--- config.mk ---
export PLATFORM = sky130hd
export DESIGN_NAME = rotary_cursor
export DESIGN_NICKNAME = d
export VERILOG_FILES = /design/src/rtl/ttt_pkg.sv /design/src/rtl/input_debounce.sv /design/src/rtl/rotary_cursor.sv
export SDC_FILE = /design/constraint.sdc
export NUM_CORES = 1
export LEC_CHECK = 0
export CAP_MARGIN = 0
export CORE_AREA = 2 2 97 99
export CTS_BUF_LIST = sky130_fd_sc_hd__clkbuf_2
export DETAILED_ROUTE_END_ITERATION = 12
export DIE_AREA = 0 0 99 101
export PLACE_DENSITY = 0.66
export REMOVE_ABC_BUFFERS = 1
export SLEW_MARGIN = 40
export SYNTH_ARGS = -nofsm -noshare
export SYNTH_HDL_FRONTEND = slang
export SYNTH_SLANG_ARGS = --single-unit
export TNS_END_PERCENT = 20
--- constraint.sdc ---
create_clock -name clk -period 8.43 [get_ports clk]
set_input_delay 2.529 -clock clk [delete_from_list [all_inputs] [get_ports clk]]
set_output_delay 2.529 -clock clk [all_outputs]
set_load 0.02 [all_outputs]
--- src/rtl/ttt_pkg.sv ---
// Shared tic-tac-toe definitions: square numbering, cursor wrap helper, debouncer states.
// No timing of its own; used by the input front end and the board logic.
package ttt_pkg;

    localparam logic [7:0] NO_SQUARE  = 8'd0;
    localparam logic [7:0] SQUARE_1   = 8'd1;
    localparam logic [7:0] SQUARE_2   = 8'd2;
    localparam logic [7:0] SQUARE_3   = 8'd3;
    localparam logic [7:0] SQUARE_4   = 8'd4;
    localparam logic [7:0] SQUARE_5   = 8'd5;
    localparam logic [7:0] SQUARE_6   = 8'd6;
    localparam logic [7:0] SQUARE_7   = 8'd7;
    localparam logic [7:0] SQUARE_8   = 8'd8;
    localparam logic [7:0] SQUARE_9   = 8'd9;
    localparam logic [7:0] SQUARE_MIN = SQUARE_1;
    localparam logic [7:0] SQUARE_MAX = SQUARE_9;

    typedef enum logic [1:0] {
        DEB_FILL1,
        DEB_FILL2,
        DEB_INIT,
        DEB_RUN
    } deb_state_t;

    // NO_SQUARE enters the ring at SQUARE_1 going CW and at SQUARE_9 going CCW.
    function automatic logic [7:0] next_square(input logic [7:0] cur, input logic ccw);
        logic [7:0] nxt;
        nxt = NO_SQUARE;
        if (ccw) begin
            nxt = (cur <= SQUARE_MIN || cur > SQUARE_MAX) ? SQUARE_MAX : cur - 8'd1;
        end else begin
            nxt = (cur >= SQUARE_MAX) ? SQUARE_MIN : cur + 8'd1;
        end
        return nxt;
    endfunction

endpackage

--- src/rtl/input_debounce.sv ---
// Synchronise + debounce one raw pin; level/rise change DEBOUNCE_CYCLES+2 edges after a held raw change.
// No backpressure: rise is a one-cycle pulse, suppressed until init_done.
module input_debounce
    import ttt_pkg::*;
#(
    parameter int unsigned DEBOUNCE_CYCLES = 50000,
    parameter int unsigned CNT_W           = 16
) (
    input  logic clk,
    input  logic clr,
    input  logic din_raw,
    output logic level,
    output logic rise,
    output logic init_done
);

    localparam logic [CNT_W-1:0] CNT_LAST = CNT_W'(DEBOUNCE_CYCLES - 1);

    logic             sync1;
    logic             sync2;
    logic [CNT_W-1:0] cnt;
    deb_state_t       state;

    always_ff @(posedge clk or posedge clr) begin
        if (clr) begin
            sync1 <= 1'b0;
            sync2 <= 1'b0;
        end else begin
            sync1 <= din_raw;
            sync2 <= sync1;
        end
    end

    // The FILL states wait out the synchroniser so the init load sees a real sample.
    always_ff @(posedge clk or posedge clr) begin
        if (clr) begin
            state     <= DEB_FILL1;
            cnt       <= '0;
            level     <= 1'b0;
            rise      <= 1'b0;
            init_done <= 1'b0;
        end else begin
            rise <= 1'b0;
            case (state)
                DEB_FILL1: state <= DEB_FILL2;
                DEB_FILL2: state <= DEB_INIT;
                DEB_INIT: begin
                    if (cnt == CNT_LAST) begin
                        level     <= sync2;
                        cnt       <= '0;
                        init_done <= 1'b1;
                        state     <= DEB_RUN;
                    end else begin
                        cnt <= cnt + CNT_W'(1);
                    end
                end
                DEB_RUN: begin
                    if (sync2 == level) begin
                        cnt <= '0;
                    end else if (cnt == CNT_LAST) begin
                        level <= sync2;
                        rise  <= sync2;
                        cnt   <= '0;
                    end else begin
                        cnt <= cnt + CNT_W'(1);
                    end
                end
                default: state <= DEB_FILL1;
            endcase
        end
    end

endmodule

--- src/rtl/rotary_cursor.sv ---
// Rotary switch + button front end: cursor square 0/1..9 and one-cycle select pulse, DEBOUNCE_CYCLES+3 edges after raw.
// No backpressure: steps and presses are applied as they are decoded.
module rotary_cursor
    import ttt_pkg::*;
#(
    parameter int unsigned DEBOUNCE_CYCLES = 50000,
    parameter int unsigned CNT_W           = 16
) (
    input  logic       clk,
    input  logic       clr,
    input  logic       rot_a,
    input  logic       rot_b,
    input  logic       rot_center,
    output logic [7:0] square_num,
    output logic       ROTCTR_debounce,
    output logic       ready
);

    logic a_level, a_rise, a_init;
    logic b_level, b_rise, b_init;
    logic c_level, c_rise, c_init;
    logic unused_edges;

    input_debounce #(.DEBOUNCE_CYCLES(DEBOUNCE_CYCLES), .CNT_W(CNT_W)) u_deb_a (
        .clk(clk), .clr(clr), .din_raw(rot_a),
        .level(a_level), .rise(a_rise), .init_done(a_init)
    );

    input_debounce #(.DEBOUNCE_CYCLES(DEBOUNCE_CYCLES), .CNT_W(CNT_W)) u_deb_b (
        .clk(clk), .clr(clr), .din_raw(rot_b),
        .level(b_level), .rise(b_rise), .init_done(b_init)
    );

    input_debounce #(.DEBOUNCE_CYCLES(DEBOUNCE_CYCLES), .CNT_W(CNT_W)) u_deb_c (
        .clk(clk), .clr(clr), .din_raw(rot_center),
        .level(c_level), .rise(c_rise), .init_done(c_init)
    );

    // Only A's rising edge steps the cursor; the other edge/level outputs are unused here.
    assign unused_edges = a_level ^ b_rise ^ c_level;

    assign ready = a_init & b_init & c_init;

    // B's debounced level at the A rise gives direction: 0 = CW, 1 = CCW.
    always_ff @(posedge clk or posedge clr) begin
        if (clr) begin
            square_num      <= NO_SQUARE;
            ROTCTR_debounce <= 1'b0;
        end else begin
            ROTCTR_debounce <= ready & c_rise;
            if (ready && a_rise) begin
                square_num <= next_square(square_num, b_level);
            end
        end
    end

endmodule
Word level (Yosys, flattened, before mapping):

Index checks and enable logic that the tools add are counted.

* $add $sub $neg: 5
* reductions and logical operators: 20
* equal/unequal tests: 21
* bitwise gates (word level): 3
* $lt $le $gt $ge: 3
* mux-type cells: 33

Operators by type and width (number)
* $mux W16: 6
* $pmux W16 S2: 3
* $add A16 B1 Y16 const B: 3
* $eq A16 B16 Y1 const B: 3
* $mux W8: 3
* $pmux W2 S3: 3
* $reduce_and A2 Y1: 9
* $eq A2 B2 Y1 const B: 6
* $mux W1: 12
* $reduce_bool A3 Y1: 3
* $add A8 B1 Y8 const B: 1
* $ge A8 B4 Y1 const B: 1
* $gt A8 B4 Y1 const B: 1
* $le A8 B1 Y1 const B: 1
* $sub A8 B1 Y8 const B: 1
* $eq A2 B1 Y1 const B: 3
* $logic_not A2 Y1: 3
* $mux W2: 3
* $ne A2 B1 Y1 const B: 3
* $ne A2 B2 Y1 const B: 3
* $pmux W1 S2: 3
* $reduce_bool A2 Y1: 3
* $and A1 B1 Y1: 3
* $eq A1 B1 Y1: 3
* 2 further kinds: 2

* input bits: 5
* word-level logic and storage cells: 107
* bits in registers: 77
* output and inout bits: 10

Depth between registers and ports, before layout:

Gate-level depths: netlist of the first run.

* depth after elaboration: 4
* mapped depth: 9
* mapped depth without buffers: 7

By module:

Synthesis of the first run repeated with hierarchy kept, for this count alone.

* cell total of the unflattened synthesis: 445
* area total of the unflattened synthesis: 4536.9 um2

Modules (own cells, without submodules)
* input_debounce: area an instance 1320.0 um2, sequential area each 575.6 um2, instances 3, cells an instance 127
* rotary_cursor: area an instance 576.8 um2, sequential area each 225.2 um2, instances 1, cells an instance 64

Worst setup path before layout of the first run:

OpenSTA, ideal clock, no wires.

* kind: flip-flop to output port
* start: register u_deb_c.init_done
* end: output ready
* arrival time: 0.595 ns
* data required time: 5.901 ns
* path slack: 5.306 ns
* stages on the path, launching flop included: 2
* path buffers: 0
* cell sequence: dfrtp_1 > and3_1

* longest elaborated chain between the ends: 1

Ends and longest elaborated chain
* from (decl): RTL line input_debounce.sv:14 `output logic init_done`
* from (signal assigned): RTL line input_debounce.sv:41 `init_done <= 1'b0;`
* from (signal assigned): RTL line input_debounce.sv:51 `init_done <= 1'b1;`
* $and A1 B1 Y1: RTL line rotary_cursor.sv:42 `assign ready = a_init & b_init & c_init;`
* to (decl): RTL line rotary_cursor.sv:16 `output logic ready`

Every way passes these cells.

Worst setup path in the final report of the first run:

* start: register u_deb_a.init_done
* end: output ready

* longest elaborated chain between the ends: 2

Ends and longest elaborated chain (RTL line)
* from (decl): input_debounce.sv:14
* from (signal assigned): input_debounce.sv:41
* from (signal assigned): input_debounce.sv:51
* $and A1 B1 Y1 (2 in series): rotary_cursor.sv:42

Every way passes these cells.

==> impl_results.md, run 1 <==
- Die height: 101 um
- Post-Synthesis Cells: 400
- Static leakage: between 0.002 and 0.0025 uW
- Most used DFF post-synth: dfrtp_1
- Final Util: around half
- Yosys reg bits: 77
- CP cell instances: and3_1 > clkdlybuf4s50_1
- Largest cells by area after synthesis: dfrtp_1, ha_1, nor2_1
- Drt initial violations: 135
- Arr. time, crit path: between 1.5 and 2 ns
- CP endpoint kind: primary output
- Synthesis Warnings: 0
- Reg-to-reg setup timing slack: 6.12 ns
- DR vias: 2798
- CTS tree: done
- Setup bufs post-CTS: 0
- EDFF count, synth: 0
- Total GRT Usage: 14.9%
- First-pass GRT wire length: 12.1 mm
- Yosys top cell area share: 48.7%
- Setup CP Type: flop to primary output
- CTS Sinks: 77
- Routed vias/inst: around 5.2
- H-tree levels: 3
- Data required, critical path: 5.90 ns
- Commonest non-fill, non-tap cell in the layout: dfrtp_1
- Worst vdd ir: 0.0890 mV
- Antenna violations before repair: 0
- Cell Area, Synth: 0.00395 mm2
- Area grow syn2layout: 9.94%
- Synth unique cells: 53
- Total Power: between 600 and 700 uW
- Worst Path Max Fanout: 3
- Die Wd: 99 um
- Finished Cell Area: roughly 0.0043 mm2
- Synth area leader: dfrtp_1
- Max_slew headroom: between 50% and 60%
- DP Wirelength: 4.74 mm
- Drt first pass iters: 5
- Final Max Tran Viols: 0
- Crit share post-route: 50.0%
- Pwr Density: ~140 mW/mm2
- Largest net degree at the start of global routing: a little under 80
- Post-synth ARST share: 100%
- Final setup viols: 0
- Core area: between 0.008 and 0.009 mm2
- Antenna Cells: 0
- Most frequent cells in the layout: dfrtp_1, nor2_1, nand2_1, o21ai_0, xor2_1
- Root Driver: clkbuf_2
- GR Overflow Total: 0
- Final worst clock skew: 0.0256 ns
- Outcome: complete, no violations
- IO Pins: 15
- Final hold violations: 0
- Final-layout fill cell count: 821
- Clk_lat worst skew: 0.49 ns
- Fmax: 237 MHz
- Max incr delay on CP: 0.62 ns
- Max cap viols: 0
- Minimum clock period: 4.22 ns
- # DRC: 0
- Layout cells sized above 1: 7.55%
- Number of CTS-inserted buffers: 9
- Worst-Margin Slew: 0.743 ns
- FP Rows: 35
- Vias in the first global route: 2659
- Dpl cell area: 0.00421 mm2
- Placer Congestion: around 0.82
- Final wirelength: 6.82 mm
- Worst path slowest cell: clkdlybuf4s50_1
- Clk slew on worst S/H paths: around 0.20 ns
- Clock Path Buffers: 2
- Input/output buffers: 14
- Seq/Total Area, Yosys: 48.7%
- Initial core utilization: 44.0%
- Routed WL per cell: 12.7 um
- Synth Area per Inst: around 9.9 um2
- Setup crit start kind: flop
- Hold Buf Count CTS: 0
- Die Area: 0.0100 mm2
- Setup TNS: 0 ns
- Post_cts resized: 0
- Antenna Nets Post-Route: 0
- Layout Nets: 445
- RSZ-0062 raised after global routing: no
- Hold_ws: 0.371 ns
- Hold Path Class: flop to flop
where the power goes:
part	switching (uW)	leakage [uW]	internal, uW
Clock	121	0.0000822	102
Sequential	0.773	0.000976	371
Combinational	7.36	0.000977	2.57
Total	130	0.00204	475
synth_stat cells (2+ instances only):
library cell  instances
a21o_1                2
or4b_1                2
nand3_1              17
or4_1                 2
o211ai_1              2
nor4b_1               3
mux2_2                2
clkbuf_1              3
inv_1                14
nor4bb_1              2
nor2_1               63
or3_1                 4
nor4_1                2
dfrtp_1              77
mux2_1                2
xor2_1               22
nand4_1               7
xnor2_1              19
o21ai_0              25
nand2b_1              6
and4_1                2
or4bb_1               2
mux2i_1               3
and3_1                5
and2_1                6
or2_2                 3
o21bai_1              2
nand2_1              38
buf_4                 2
a31oi_1               2
o2111ai_1             2
ha_1                 21
a21oi_1               8
nor3_1                9
registers in the layout, summed over array words and instances, names as in the netlist, 2 cells and up:
register / count
u_deb_b.state: 2
u_deb_b.cnt: 16
u_deb_a.state: 2
u_deb_c.state: 2
u_deb_c.cnt: 16
square_num: 8
u_deb_a.cnt: 16
path summary, 6_finish.rpt:
path / start / end / cells after the start
setup / recovery: u_deb_a.init_done$_DFFE_PP0P_ / ready / 2
hold / removal: u_deb_c.sync1$_DFF_PP0_ / u_deb_c.sync2$_DFF_PP0_ / 0
min in group asynchronous: clr / u_deb_b.cnt[10]$_DFFE_PP0P_ / 3
max in group asynchronous: clr / u_deb_c.state[1]$_DFFE_PP0P_ / 3
setup reg to reg: u_deb_b.state[0]$_DFFE_PP0P_ / u_deb_b.cnt[15]$_DFFE_PP0P_ / 7
hold reg to reg: u_deb_c.sync1$_DFF_PP0_ / u_deb_c.sync2$_DFF_PP0_ / 0
cell type report:
class | count | area, um2 | share of cell area [%]
Inverter | 14 | 52.6 | 1.21
Timing Repair Buffer | 15 | 151 | 3.48
Tap cell | 111 | 139 | 3.20
Clock inverter | 4 | 72.6 | 1.67
Sequential cell | 77 | 1930 | 44.3
Clock buffer | 12 | 60.1 | 1.38
Multi-Input combinational cell | 302 | 1940 | 44.7
logic make-up after synthesis:
group | Yosys count | synth area share (%)
multiplexers | 8 | 2.28
adder cells (fa/ha/maj) | 21 | 6.65
XOR/XNOR | 41 | 9.08
flip-flops | 77 | 48.7
AND/OR/NAND/NOR | 181 | 23.2
AO/OA/AOI/OAI | 51 | 7.78
buffers and inverters | 21 | 2.25
per-stage QoR:
| stage | setup WS, ns | std cells |
|---|---|---|
| 2_1_floorplan | 3.93 | 393 |
| 3_3_place_gp | 4.59 | 519 |
| 3_5_place_dp | 4.74 | 519 |
| 4_1_cts | 4.13 | 535 |
| 5_1_grt | 4.07 | 535 |
| 6_report | 4.21 | 535 |
layer usage:
layer | up-vias | wire length [um] | track usage [%]
li1 | 1397 | - | -
met1 | 1355 | 3360 | 20.6
met2 | 44 | 3210 | 23.2
met3 | 2 | 199 | 2.36
met4 | 0 | 51 | 6.95
met5 | - | 0 | 0
critical path, delay by kind of cell, from the launching register on:
| family | cells | cell delay, ns |
|---|---|---|
| DFF | 1 | 0.38 |
| buffers and inverters | 1 | 0.62 |
| and+or+nand+nor | 1 | 0.20 |
Power figures use the tool's default switching activity.
==> run 2: changes to the inputs <==
==> constraint.sdc (replaced) <==
create_clock -name clk -period 4.4 [get_ports clk]
set_input_delay 1.32 -clock clk [delete_from_list [all_inputs] [get_ports clk]]
set_output_delay 1.32 -clock clk [all_outputs]
set_load 0.02 [all_outputs]
==> impl_results.md, run 2 (same netlist as run 1, synthesis figures left out) <==
- Outcome: complete, no violations
- Die Area: 0.0100 mm2
- Drt first pass iters: 6
- Setup TNS: 0 ns
- Largest delay share family, worst path: buffers and inverters
- Setup bufs post-CTS: 0
- Most frequent cells in the layout: dfrtp_1, nor2_1, nand2_1, o21ai_0, xor2_1
- DP Wirelength: 4.63 mm
- Worst path slowest cell: clkdlybuf4s50_1
- Min-Delay Path Depth: 0
- Minimum clock period: 3.05 ns
- CTS Sinks: a little under 80
- Reg-to-reg setup timing slack: 2.05 ns
- DR vias: 2779
- Final Max Tran Viols: 0
- Data required, critical path: 3.08 ns
- Worst-Margin Slew: 0.732 ns
- Max_slew headroom: 51.0%
- CP endpoint kind: primary output
- Pwr Density: 255 mW/mm2
- CTS tree: done
- GR Overflow Total: 0
- Clk_lat worst skew: 0.51 ns
- RSZ-0062 raised after global routing: no
- Antenna Cells: 0
- CP cell instances: and3_1 > clkdlybuf4s50_1
- FP Rows: 35
- H-tree levels: 3
- Total GRT Usage: 14.7%
- Final Util: 48.1%
- Crit share post-route: 69.2%
- Hold Buf Count CTS: 0
- Number of CTS-inserted buffers: 9
- Input/output buffers: 14
- M1 WL: 3.30 mm
- Worst Path Max Fanout: 3
- Final non-filler cell total: 535
- Worst r2r src: u_deb_b.state[0]$_DFFE_PP0P_
- Routed WL per cell: 12.6 um
- Max incr delay on CP: 0.62 ns
- Bufs and invs on worst path: 1
- Vias in the first global route: 2713
- RR Endpoint: u_deb_b.cnt[15]$_DFFE_PP0P_
- Core area: about 0.0090 mm2
- Final setup viols: 0
- IO Pins: 15
- Hold Path Class: flop to flop
- Static leakage: 0.00202 uW
- Final wirelength: between 6 and 7 mm
- Commonest non-fill, non-tap cell in the layout: dfrtp_1
- Biggest registers after layout: u_deb_a.cnt x16, u_deb_b.cnt x16, u_deb_c.cnt x16
- First-pass GRT wire length: between 10 and 15 mm
- Initial core utilization: about 44%
- Setup CP Type: flop to primary output
- Largest net degree at the start of global routing: 78
- Layout Nets: 445
- WL met3: around 200 um
- Met2 WL: 3.09 mm
- Worst vdd ir: approximately 0.14 mV
- Placed cell count: 519
- Drt initial violations: 104
- Antenna violations before repair: 0
- Max cap viols: 0
- Hold path start: u_deb_a.sync1$_DFF_PP0_
- Die Wd: 99 um
- Root Driver: clkbuf_2
- R2R depth: 7
- Layout cells sized above 1: 7.31%
- Top Layer Used: met4
- Arr. time, crit path: 1.73 ns
- Placer Congestion: 0.811
- Fmax: around 330 MHz
- Area grow syn2layout: 9.27%
- # DRC: 0
- Clock Path Buffers: 2
- Worst Hold End: u_deb_a.sync2$_DFF_PP0_
- Clk slew on worst S/H paths: 0.20 ns
- Final hold violations: 0
- Post_cts resized: 0
- Antenna Nets Post-Route: 0
- Setup crit start kind: flop
- Final worst clock skew: a little under 0.02 ns
- Routed vias/inst: 5.19
- Die height: about 100 um
==> run 2: per-layer routing <==
| layer | track usage (%) | up-vias |
|---|---|---|
| li1 | - | 1399 |
| met1 | 19.8 | 1329 |
| met2 | 23.3 | 39 |
| met3 | 2.08 | 12 |
| met4 | 7.48 | 0 |
| met5 | 0 | - |
==> run 2: worst reg2reg max path, stage by stage, from the launching register on <==
cell	delay, ns
dfrtp_1	0.45
inv_1	0.12
ha_1	0.36
o2111ai_1	0.27
nor4b_1	0.65
nand3_1	0.18
xor2_1	0.18
nor2_1	0.06
==> run 2: metrics by stage <==
| step | worst slack [ns] | power, uW | hold WS, ns | instance area (um2) |
|---|---|---|---|---|
| 4_1_cts | 1.30 | 1120 | 0.375 | 4320 |
| 2_1_floorplan | 1.11 | 737 | 0.331 | 3920 |
| 3_5_place_dp | 1.92 | 746 | 0.335 | 4210 |
| 3_3_place_gp | 1.77 | 745 | 0.334 | 4200 |
| 5_1_grt | 1.24 | 1140 | 0.383 | 4320 |
| 6_report | 1.35 | 1100 | 0.372 | 4320 |
==> run 2: layout make-up <==
cell class	instances	area (um2)
Timing Repair Buffer	15	151
Tap cell	111	139
Clock inverter	5	51.3
Fill cell	842	4660
Clock buffer	11	55.1
Inverter	14	52.6
Multi-Input combinational cell	302	1940
Sequential cell	77	1930
==> run 2: report_power, final <==
part | leakage, uW | switching [uW] | internal [uW]
registers | 0.000976 | 1.51 | 711
logic | 0.000977 | 13.8 | 4.92
clock network | 0.0000694 | 239 | 132
total | 0.00202 | 254 | 848
==> run 2: worst max-delay path by stage <==
stage,startpoint,to,slack (ns),cells after the start
floorplan,clr,ROTCTR_debounce$_DFF_PP0_,1.11,1
global placement,clr,u_deb_a.cnt[2]$_DFFE_PP0P_,1.77,3
detailed placement,u_deb_a.init_done$_DFFE_PP0P_,ready,1.92,2
CTS,u_deb_a.init_done$_DFFE_PP0P_,ready,1.30,2
global route,u_deb_a.init_done$_DFFE_PP0P_,ready,1.24,2
finish,u_deb_a.init_done$_DFFE_PP0P_,ready,1.35,2
